==> src/rtl/parity_pkg.sv <==
// Shared types and helpers for the streaming parity checker and related status blocks.
// parity_of takes a fixed-width argument; callers zero-extend, which leaves parity unchanged.
package parity_pkg;

    localparam logic MODE_EVEN = 1'b0;
    localparam logic MODE_ODD  = 1'b1;

    // Widest data word parity_of can cover.
    localparam int PARITY_MAX_W = 256;

    typedef struct packed {
        logic err;
        logic last;
        logic frame_err;
    } result_t;

    function automatic logic parity_of(input logic [PARITY_MAX_W-1:0] d);
        return ^d;
    endfunction

endpackage

==> src/rtl/sat_counter.sv <==
// Saturating up-counter with synchronous clear.
// clr wins over a same-cycle increment.
module sat_counter #(
    parameter int CNT_W = 8
) (
    input  logic             clk,
    input  logic             rst_n,
    input  logic             inc,
    input  logic             clr,
    output logic [CNT_W-1:0] cnt
);

    logic [CNT_W-1:0] r_cnt;

    always_ff @(posedge clk or negedge rst_n) begin
        if (!rst_n) begin
            r_cnt <= '0;
        end else if (clr) begin
            r_cnt <= '0;
        end else if (inc && (r_cnt != {CNT_W{1'b1}})) begin
            r_cnt <= r_cnt + 1'b1;
        end
    end

    assign cnt = r_cnt;

endmodule

==> src/rtl/parity_checker_stream.sv <==
// Streaming parity checker: one-register output stage with valid/ready on both sides,
// per-word and per-frame error flags, saturating error count and sticky error flag.
module parity_checker_stream
    import parity_pkg::*;
#(
    parameter int DATA_W = 8,
    parameter int CNT_W  = 8
) (
    input  logic              clk,
    input  logic              rst_n,
    input  logic              odd_mode,
    input  logic              in_valid,
    output logic              in_ready,
    input  logic [DATA_W-1:0] in_data,
    input  logic              in_parity,
    input  logic              in_last,
    output logic              out_valid,
    input  logic              out_ready,
    output logic              out_err,
    output logic              out_last,
    output logic              out_frame_err,
    output logic [CNT_W-1:0]  err_cnt,
    output logic              err_sticky,
    input  logic              clr
);

    logic    w_accept;
    logic    w_exp;
    logic    w_word_err;
    result_t w_res;

    logic    r_out_valid;
    result_t r_res;
    logic    r_frame_acc;
    logic    r_sticky;

    // The output register can take a new word whenever it is empty or draining this cycle.
    assign in_ready   = !r_out_valid | out_ready;
    assign w_accept   = in_valid & in_ready;
    assign w_exp      = parity_of(PARITY_MAX_W'(in_data)) ^ odd_mode;
    assign w_word_err = (in_parity != w_exp);

    always_comb begin
        w_res           = '0;
        w_res.err       = w_word_err;
        w_res.last      = in_last;
        w_res.frame_err = in_last & (r_frame_acc | w_word_err);
    end

    always_ff @(posedge clk or negedge rst_n) begin
        if (!rst_n) begin
            r_out_valid <= 1'b0;
            r_res       <= '0;
        end else if (w_accept) begin
            r_out_valid <= 1'b1;
            r_res       <= w_res;
        end else if (out_ready) begin
            r_out_valid <= 1'b0;
        end
    end

    // Errors seen so far in the current frame; the last word closes the frame.
    always_ff @(posedge clk or negedge rst_n) begin
        if (!rst_n) begin
            r_frame_acc <= 1'b0;
        end else if (w_accept) begin
            r_frame_acc <= in_last ? 1'b0 : (r_frame_acc | w_word_err);
        end
    end

    always_ff @(posedge clk or negedge rst_n) begin
        if (!rst_n) begin
            r_sticky <= 1'b0;
        end else if (clr) begin
            r_sticky <= 1'b0;
        end else if (w_accept && w_word_err) begin
            r_sticky <= 1'b1;
        end
    end

    sat_counter #(
        .CNT_W (CNT_W)
    ) u_err_cnt (
        .clk   (clk),
        .rst_n (rst_n),
        .inc   (w_accept & w_word_err),
        .clr   (clr),
        .cnt   (err_cnt)
    );

    assign out_valid     = r_out_valid;
    assign out_err       = r_res.err;
    assign out_last      = r_res.last;
    assign out_frame_err = r_res.frame_err;
    assign err_sticky    = r_sticky;

endmodule

==> config.mk <==
export PLATFORM = sky130hd
export DESIGN_NAME = parity_checker_stream
export DESIGN_NICKNAME = d
export VERILOG_FILES = /design/src/rtl/parity_pkg.sv /design/src/rtl/sat_counter.sv /design/src/rtl/parity_checker_stream.sv
export SDC_FILE = /design/constraint.sdc
export NUM_CORES = 1
export LEC_CHECK = 0
export CELL_PAD_IN_SITES_DETAIL_PLACEMENT = 1
export CELL_PAD_IN_SITES_GLOBAL_PLACEMENT = 1
export CORE_ASPECT_RATIO = 0.8
export CORE_MARGIN = 4
export CORE_UTILIZATION = 34
export CTS_CLUSTER_DIAMETER = 50
export CTS_CLUSTER_SIZE = 16
export DETAILED_ROUTE_END_ITERATION = 10
export PLACE_DENSITY = 0.93
export SYNTH_ARGS = -nofsm -noshare
export SYNTH_HDL_FRONTEND = slang
export SYNTH_SLANG_ARGS = --single-unit
==> constraint.sdc <==
create_clock -name clk -period 3.4 [get_ports clk]
set_clock_uncertainty 0.05 [all_clocks]
set_input_delay 0.68 -clock clk [delete_from_list [all_inputs] [get_ports clk]]
set_output_delay 0.68 -clock clk [all_outputs]
set_load 0.02 [all_outputs]
==> results of run 1 <==
==> worst max path at each step <==
stage	startpoint	end	slack, ns
final	out_ready	in_ready	0.72
after detailed placement	in_data[5]	u_err_cnt.cnt[4]$_DFFE_PN0P_	0.56
after global routing	out_ready	in_ready	0.69
after CTS	out_ready	in_ready	0.71
after floorplan	in_data[4]	u_err_cnt.cnt[3]$_DFFE_PN0P_	1.16
after global placement	in_data[4]	u_err_cnt.cnt[6]$_DFFE_PN0P_	0.62
==> logic make-up (layout without fill, tap and decap cells) <==
family	count (synthesis)	count (layout)	share of synthesized area
DFF	14	14	0.446
xor gates and xnor gates	9	9	0.153
AOI/OAI and AO/OA	24	24	0.199
and+or+nand+nor	25	25	0.172
adders and majority gates	1	1	0.0159
buffers and inverters	3	33	0.0143
==> final cells by class <==
cell class | count | area, sq um
Multi-Input combinational cell | 59 | 424
Sequential cell | 14 | 350
Clock buffer | 3 | 22.5
Timing Repair Buffer | 29 | 290
Inverter | 1 | 3.75
Fill cell | 245 | 1050
Tap cell | 25 | 31.3
==> power by group <==
group          switching, mW  total, mW  internal [mW]
Clock                 0.0500     0.0910         0.0411
Sequential            0.0128      0.199          0.186
Combinational         0.0955      0.179         0.0832
Total                  0.158      0.469          0.311
==> metal layers <==
metal / wire [microns] / vias to the layer above
li1: - / 346
met1: 913 / 369
met2: 1150 / 23
met3: 121 / 0
met4: 0 / 0
met5: 0 / -
==> registers in the layout, indices dropped and copies added, names as in the netlist <==
register and flops:
out_last 1, out_err 1, out_frame_err 1, u_err_cnt.cnt 8, err_sticky 1, out_valid 1, r_frame_acc 1
==> layout by cell type (no fill, tap or decap), types with 2 or more instances in the layout <==
cell type,instances
sky130_fd_sc_hd__clkbuf_4,3
sky130_fd_sc_hd__clkdlybuf4s50_1,29
sky130_fd_sc_hd__dfrtp_1,14
sky130_fd_sc_hd__nand2_1,7
sky130_fd_sc_hd__nand3_1,3
sky130_fd_sc_hd__a211oi_1,2
sky130_fd_sc_hd__xnor2_1,4
sky130_fd_sc_hd__a21oi_1,6
sky130_fd_sc_hd__nand2b_1,2
sky130_fd_sc_hd__and2_1,2
sky130_fd_sc_hd__xor2_1,2
sky130_fd_sc_hd__o31ai_1,3
sky130_fd_sc_hd__nor2_1,3
sky130_fd_sc_hd__or4_1,3
sky130_fd_sc_hd__o21ai_0,5
sky130_fd_sc_hd__and3_1,2
sky130_fd_sc_hd__a31oi_1,2
==> worst reg2reg max path: stages, from the launching register on <==
cell,delay (ns)
sky130_fd_sc_hd__dfrtp_1,0.43
sky130_fd_sc_hd__ha_1,0.20
sky130_fd_sc_hd__and3_1,0.27
sky130_fd_sc_hd__nand2_1,0.10
sky130_fd_sc_hd__o21ai_0,0.54
sky130_fd_sc_hd__o21ai_0,0.20
sky130_fd_sc_hd__a21oi_1,0.17
==> impl_metrics.tcl, run 1 <==
set metrics [dict create \
    total_die_area_sq_mm 0.00315 \
    global_route.overflow_total 0 \
    min_delay_path_depth 1 \
    regToRegStartpoint "u_err_cnt.cnt[0]$_DFFE_PN0P_" \
    timing.critical_path.slowest_cell_delay_ns 0.64 \
    synth_area_sq_um 786 \
    clockBufferDepth 2 \
    setup.worst_path.start_class "input port" \
    hold_path.class "reg2reg" \
    placed_cell_area_sq_mm 0.00110 \
    total_wirelength_mm 2.18 \
    synthesis.area_per_instance_sq_um 10.3 \
    grt_met1_usage 0.184 \
    final_antenna_net_count 0 \
    timing.reg2reg.worst_path_depth 6 \
    hold_viol 0 \
    first_global_vias 779 \
    cts_resized 0 \
    synthFlopType "sky130_fd_sc_hd__dfrtp_1" \
    path_depth 3 \
    synth_enable_flop_cells 0 \
    site_rows 15 \
    ys_types 31 \
    synthArstFlopShare 1.00 \
    slew-limit-headroom 0.549 \
    worst_ir_drop_vdd_v 0.000287 \
    cellLeakagePower_nw 0.447 \
    dr.pass1.iters 4 \
    final_net_count 125 \
    worst_hold_path.endpoint "out_err$_DFFE_PN0P_" \
    cts-htree-levels 1 \
    critPathMostFrequentCell "sky130_fd_sc_hd__clkdlybuf4s50_1" \
    path_delay_family "buffers and inverters" \
    post_synthesis_sequential_element_count 14 \
    min-delay-start "out_err$_DFFE_PN0P_" \
    gp_routability_congestion 0.822 \
    diodes 0 \
    tightest_slew_ns 0.670 \
    timing.critical_path.cells "clkdlybuf4s50_1 -> nand2b_1 -> clkdlybuf4s50_1" \
    max_capacitance_violation_total 0 \
    initial_core_util 0.361 \
    min_tclk_post_route_ns 2.68 \
    count_of_clock_tree_sinks 14 \
    drt_iter0_drc 16 \
    setup_total_negative_slack_ns 0 \
    cp.buffers_inverters 2 \
    setup_ws_post_layout_ns 0.723 \
    crit_required_ns 2.67 \
    grt.total_usage 0.155 \
    layoutNonFillerInstCount 131 \
    grt_antenna_before_repair 0 \
    routedWlPerCell_microns 16.7 \
    pin_count 30 \
    ys_seq_area_frac 0.446 \
    grt_pass1_wl_mm 3.66 \
    final_worst_path_cycle_share 0.787 \
    grt_start_max_net_pins 15 \
    finalHoldWorstSlack_ns 0.436 \
    post_route_standard_cell_area_excluding_fillers_sq_mm 0.00112 \
    timing.critical_path.fanout_max 4 \
    ff2ff_setup_slack_ns 1.37 \
    synth_warnings 0 \
    numCtsBuffers 3 \
    timing.critical_path.to_type "output pin" \
    core-area_sq_mm 0.00218 \
    endpoint_of_the_worst_slack_reg_to_reg_timing_path "u_err_cnt.cnt[1]$_DFFE_PN0P_" \
    pwr_density_cell_mw_per_mm2 418 \
    post_synth_inst_count 76 \
    netlist_top_cells_count "sky130_fd_sc_hd__dfrtp_1 (14), sky130_fd_sc_hd__nand2_1 (7), sky130_fd_sc_hd__a21oi_1 (6)" \
    yosysMostFrequentCell "sky130_fd_sc_hd__dfrtp_1" \
    x_dimension_of_the_die_microns 61.7 \
    worst_skew_pair.late_latency_ns 0.28 \
    global_route.peak_usage_layer "met2" \
    met2_usage_grt 0.279 \
    final_util 0.516 \
    drc_errors 0 \
    avgViaCountPerCell 5.63 \
    p_total_uw 469 \
    final-setup-viol-count 0 \
    timing.fmax_ghz 0.374 \
    areaGrowthSynthToFinish_pct 42.8 \
    hpwlAfterDp_mm 1.70 \
    slowest_stage "sky130_fd_sc_hd__clkdlybuf4s50_1" \
    cp_arrival_ns 1.95 \
    critPathKind "in2out" \
    synth_fp_nets 93 \
    clk_transition_reported_paths_ns 0.07 \
    count_of_buffers_from_port_buffering 29 \
    netlist_top_cells_area "sky130_fd_sc_hd__dfrtp_1 (45%), sky130_fd_sc_hd__xnor2_1 (4.5%), sky130_fd_sc_hd__a21oi_1 (3.8%)" \
    cts_post_setup_buffers_inserted 0 \
    drive_gt1_frac 0.0660 \
    outcome "complete, no violations" \
    global_routing_met3_resource_utilization 0.0429 \
    place_inst 128 \
    hold_buffers 0 \
    synth.top_cell.area_share 0.446 \
    cts.root.buffer_cell "sky130_fd_sc_hd__clkbuf_4" \
    rsz_0062_raised_after_global_routing "false" \
    placement.setup.worst_slack_ns 0.564 \
    yosysTopAreaCell "sky130_fd_sc_hd__dfrtp_1" \
    detailroute.via_count 738 \
    tritoncts "yes" \
    floorplan.die.height_microns 51 \
    finalMaxSlewViolations 0 \
]
Note: power is estimated with default switching activity, not from simulation.
==> inputs of run 2 (changes only) <==
CORE_UTILIZATION = 31   (was 34)
PLACE_DENSITY = 0.87   (was 0.93)
clock period = 2.61 ns   (was 3.4 ns; I/O delays follow)
==> run 2 against run 1 <==
Via count is 2.4% higher. Worst hold slack worse by 0.0034 ns. Utilization is 4.1 points lower. Cell count is 11% higher. Worst setup slack worse by 0.55 ns. Clock-buffer cell count stayed put. Non-clock buffer count is 3 higher. Global-route usage is 0.28 points lower. Cell area is 3.2% higher. Sequential share of layout area is 0.98 points lower. Clock power is 33% higher.
==> impl_metrics.tcl, run 2 (synthesized netlist as in run 1, its figures left out) <==
set metrics [dict create \
    slowest_stage "sky130_fd_sc_hd__or4_1" \
    hpwlAfterDp_mm 1.78 \
    ff2ff_setup_slack_ns 0.62 \
    max_capacitance_violation_total 0 \
    x_dimension_of_the_die_microns 64.3 \
    areaGrowthSynthToFinish_pct 47.5 \
    drive_gt1_frac 0.0917 \
    cts_post_setup_buffers_inserted 0 \
    final_worst_path_cycle_share 0.932 \
    hold_buffers 0 \
    total_wirelength_mm 2.22 \
    power.net_switching_uw 214 \
    crit_required_ns 2.75 \
    worst_ir_drop_vdd_v 0.000261 \
    cts_resized 0 \
    final_antenna_net_count 0 \
    timing.fmax_ghz 0.411 \
    numCtsBuffers 3 \
    internal_power_uw 425 \
    count_of_buffers_from_port_buffering 29 \
    first_global_vias 845 \
    diodes 0 \
    timing.critical_path.to_type "flop" \
    netSwitchingFraction 0.335 \
    grt.total_usage 0.152 \
    combPwrFrac 0.404 \
    largest_register_ff_count 8 \
    cts-htree-levels 1 \
    clockBufferDepth 2 \
    hold_viol 0 \
    dr.pass1.iters 4 \
    hold_path.class "reg2reg" \
    grt_pass1_wl_mm 3.83 \
    leading_cell_types_in_the_layout_fill_and_taps_excluded "sky130_fd_sc_hd__clkdlybuf4s50_1 (29), sky130_fd_sc_hd__dfrtp_1 (14), sky130_fd_sc_hd__nand2_1 (7)" \
    cts.root.buffer_cell "sky130_fd_sc_hd__clkbuf_4" \
    site_rows 16 \
    core-area_sq_mm 0.00244 \
    share_of_total_power_in_the_clock_network 0.190 \
    timing.critical_path.cells "clkdlybuf4s50_1 -> xor2_1 -> xnor3_2 -> xnor2_2 -> or4_1 -> a21oi_1" \
    critPathKind "in2reg" \
    cp_arrival_ns 2.57 \
    drt_iter0_drc 17 \
    mostFrequentLayoutCell "sky130_fd_sc_hd__clkdlybuf4s50_1" \
    drc_errors 0 \
    floorplan.die.height_microns 53.0 \
    final_net_count 128 \
    cp.buffers_inverters 1 \
    post_route_standard_cell_area_excluding_fillers_sq_mm 0.00116 \
    grt_start_max_net_pins 15 \
    tritoncts "yes" \
    tightest_slew_ns 0.632 \
    setup.worst_path.start_class "input port" \
    initial_core_util 0.322 \
    timing.critical_path.fanout_max 9 \
    grt_antenna_before_repair 0 \
    global_route.overflow_total 0 \
    pwr_density_cell_mw_per_mm2 552 \
    setup_total_negative_slack_ns 0 \
    placed_cell_area_sq_mm 0.00114 \
    avgViaCountPerCell 5.21 \
    min_tclk_post_route_ns 2.43 \
    detailroute.via_count 756 \
    cellLeakagePower_nw 0.461 \
    timing.critical_path.slowest_cell_delay_ns 0.50 \
    worst_skew_pair.late_latency_ns 0.28 \
    slew-limit-headroom 0.574 \
    outcome "complete, no violations" \
    routedWlPerCell_microns 15.3 \
    final-setup-viol-count 0 \
    gp_routability_congestion 0.719 \
    count_of_clock_tree_sinks 14 \
    sequentialPowerShare 0.407 \
    pin_count 30 \
    rsz_0062_raised_after_global_routing "false" \
    clk_transition_reported_paths_ns 0.07 \
    finalMaxSlewViolations 0 \
    path_delay_family "XOR/XNOR gates" \
    total_die_area_sq_mm 0.00341 \
]
[run 2: cell count changes in the layout (fill, tap and decap cells not counted), sizes merged]
cell,change
buf,+3
[run 2: layout make-up]
class                      instances  area, sq um
timing repair buffer              32          313
tap                               36         45.0
multi-input combinational         59          424
fill                             299         1280
inverter                           1         3.75
sequential                        14          350
clock buffer                       3         22.5
[run 2: through the flow]
stage	hold WS, ns	std cells	util	setup WS, ns	power (mW)
after detailed placement	0.419	142	0.465	-0.0881	0.523
after floorplan	0.176	76	-	0.531	0.397
after global placement	0.417	142	0.465	0.0108	0.510
final	0.432	145	0.474	0.177	0.639
after CTS	0.438	145	0.474	0.172	0.645
after global routing	0.476	145	0.474	0.0925	0.679
[run 2: power by group through the flow]
stage                     Combinational, mW  Clock, mW  Sequential [mW]
after floorplan                       0.110          0            0.287
final                                 0.258      0.121            0.260
after detailed placement              0.258          0            0.265
after CTS                             0.260      0.125            0.261
after global placement                0.247          0            0.264
after global routing                  0.279      0.136            0.265
[run 2: path summary, 6_finish.rpt]
| path | cells after the start | endpoint | from |
|---|---|---|---|
| min in group asynchronous | 1 | u_err_cnt.cnt[0]$_DFFE_PN0P_ | rst_n |
| max in group asynchronous | 1 | u_err_cnt.cnt[5]$_DFFE_PN0P_ | rst_n |
| worst max register to register | 6 | u_err_cnt.cnt[2]$_DFFE_PN0P_ | u_err_cnt.cnt[0]$_DFFE_PN0P_ |
| worst min register to register | 2 | out_last$_DFFE_PN0P_ | out_last$_DFFE_PN0P_ |
| worst max-delay path | 6 | u_err_cnt.cnt[5]$_DFFE_PN0P_ | in_data[5] |
| worst min-delay path | 2 | out_last$_DFFE_PN0P_ | out_last$_DFFE_PN0P_ |
[run 2: routing by layer]
metal | up-vias | wire length (microns) | track usage
met4 | 0 | 27 | 0.0632
met3 | 2 | 78 | 0.0361
met2 | 18 | 1300 | 0.301
met1 | 387 | 820 | 0.153
met5 | - | 0 | 0
li1 | 349 | - | -
[run 2: worst min-delay path, delay by kind of cell (launching register included)]
family,cells,cell delay (ns)
flops,1,0.34
simple gates,2,0.11
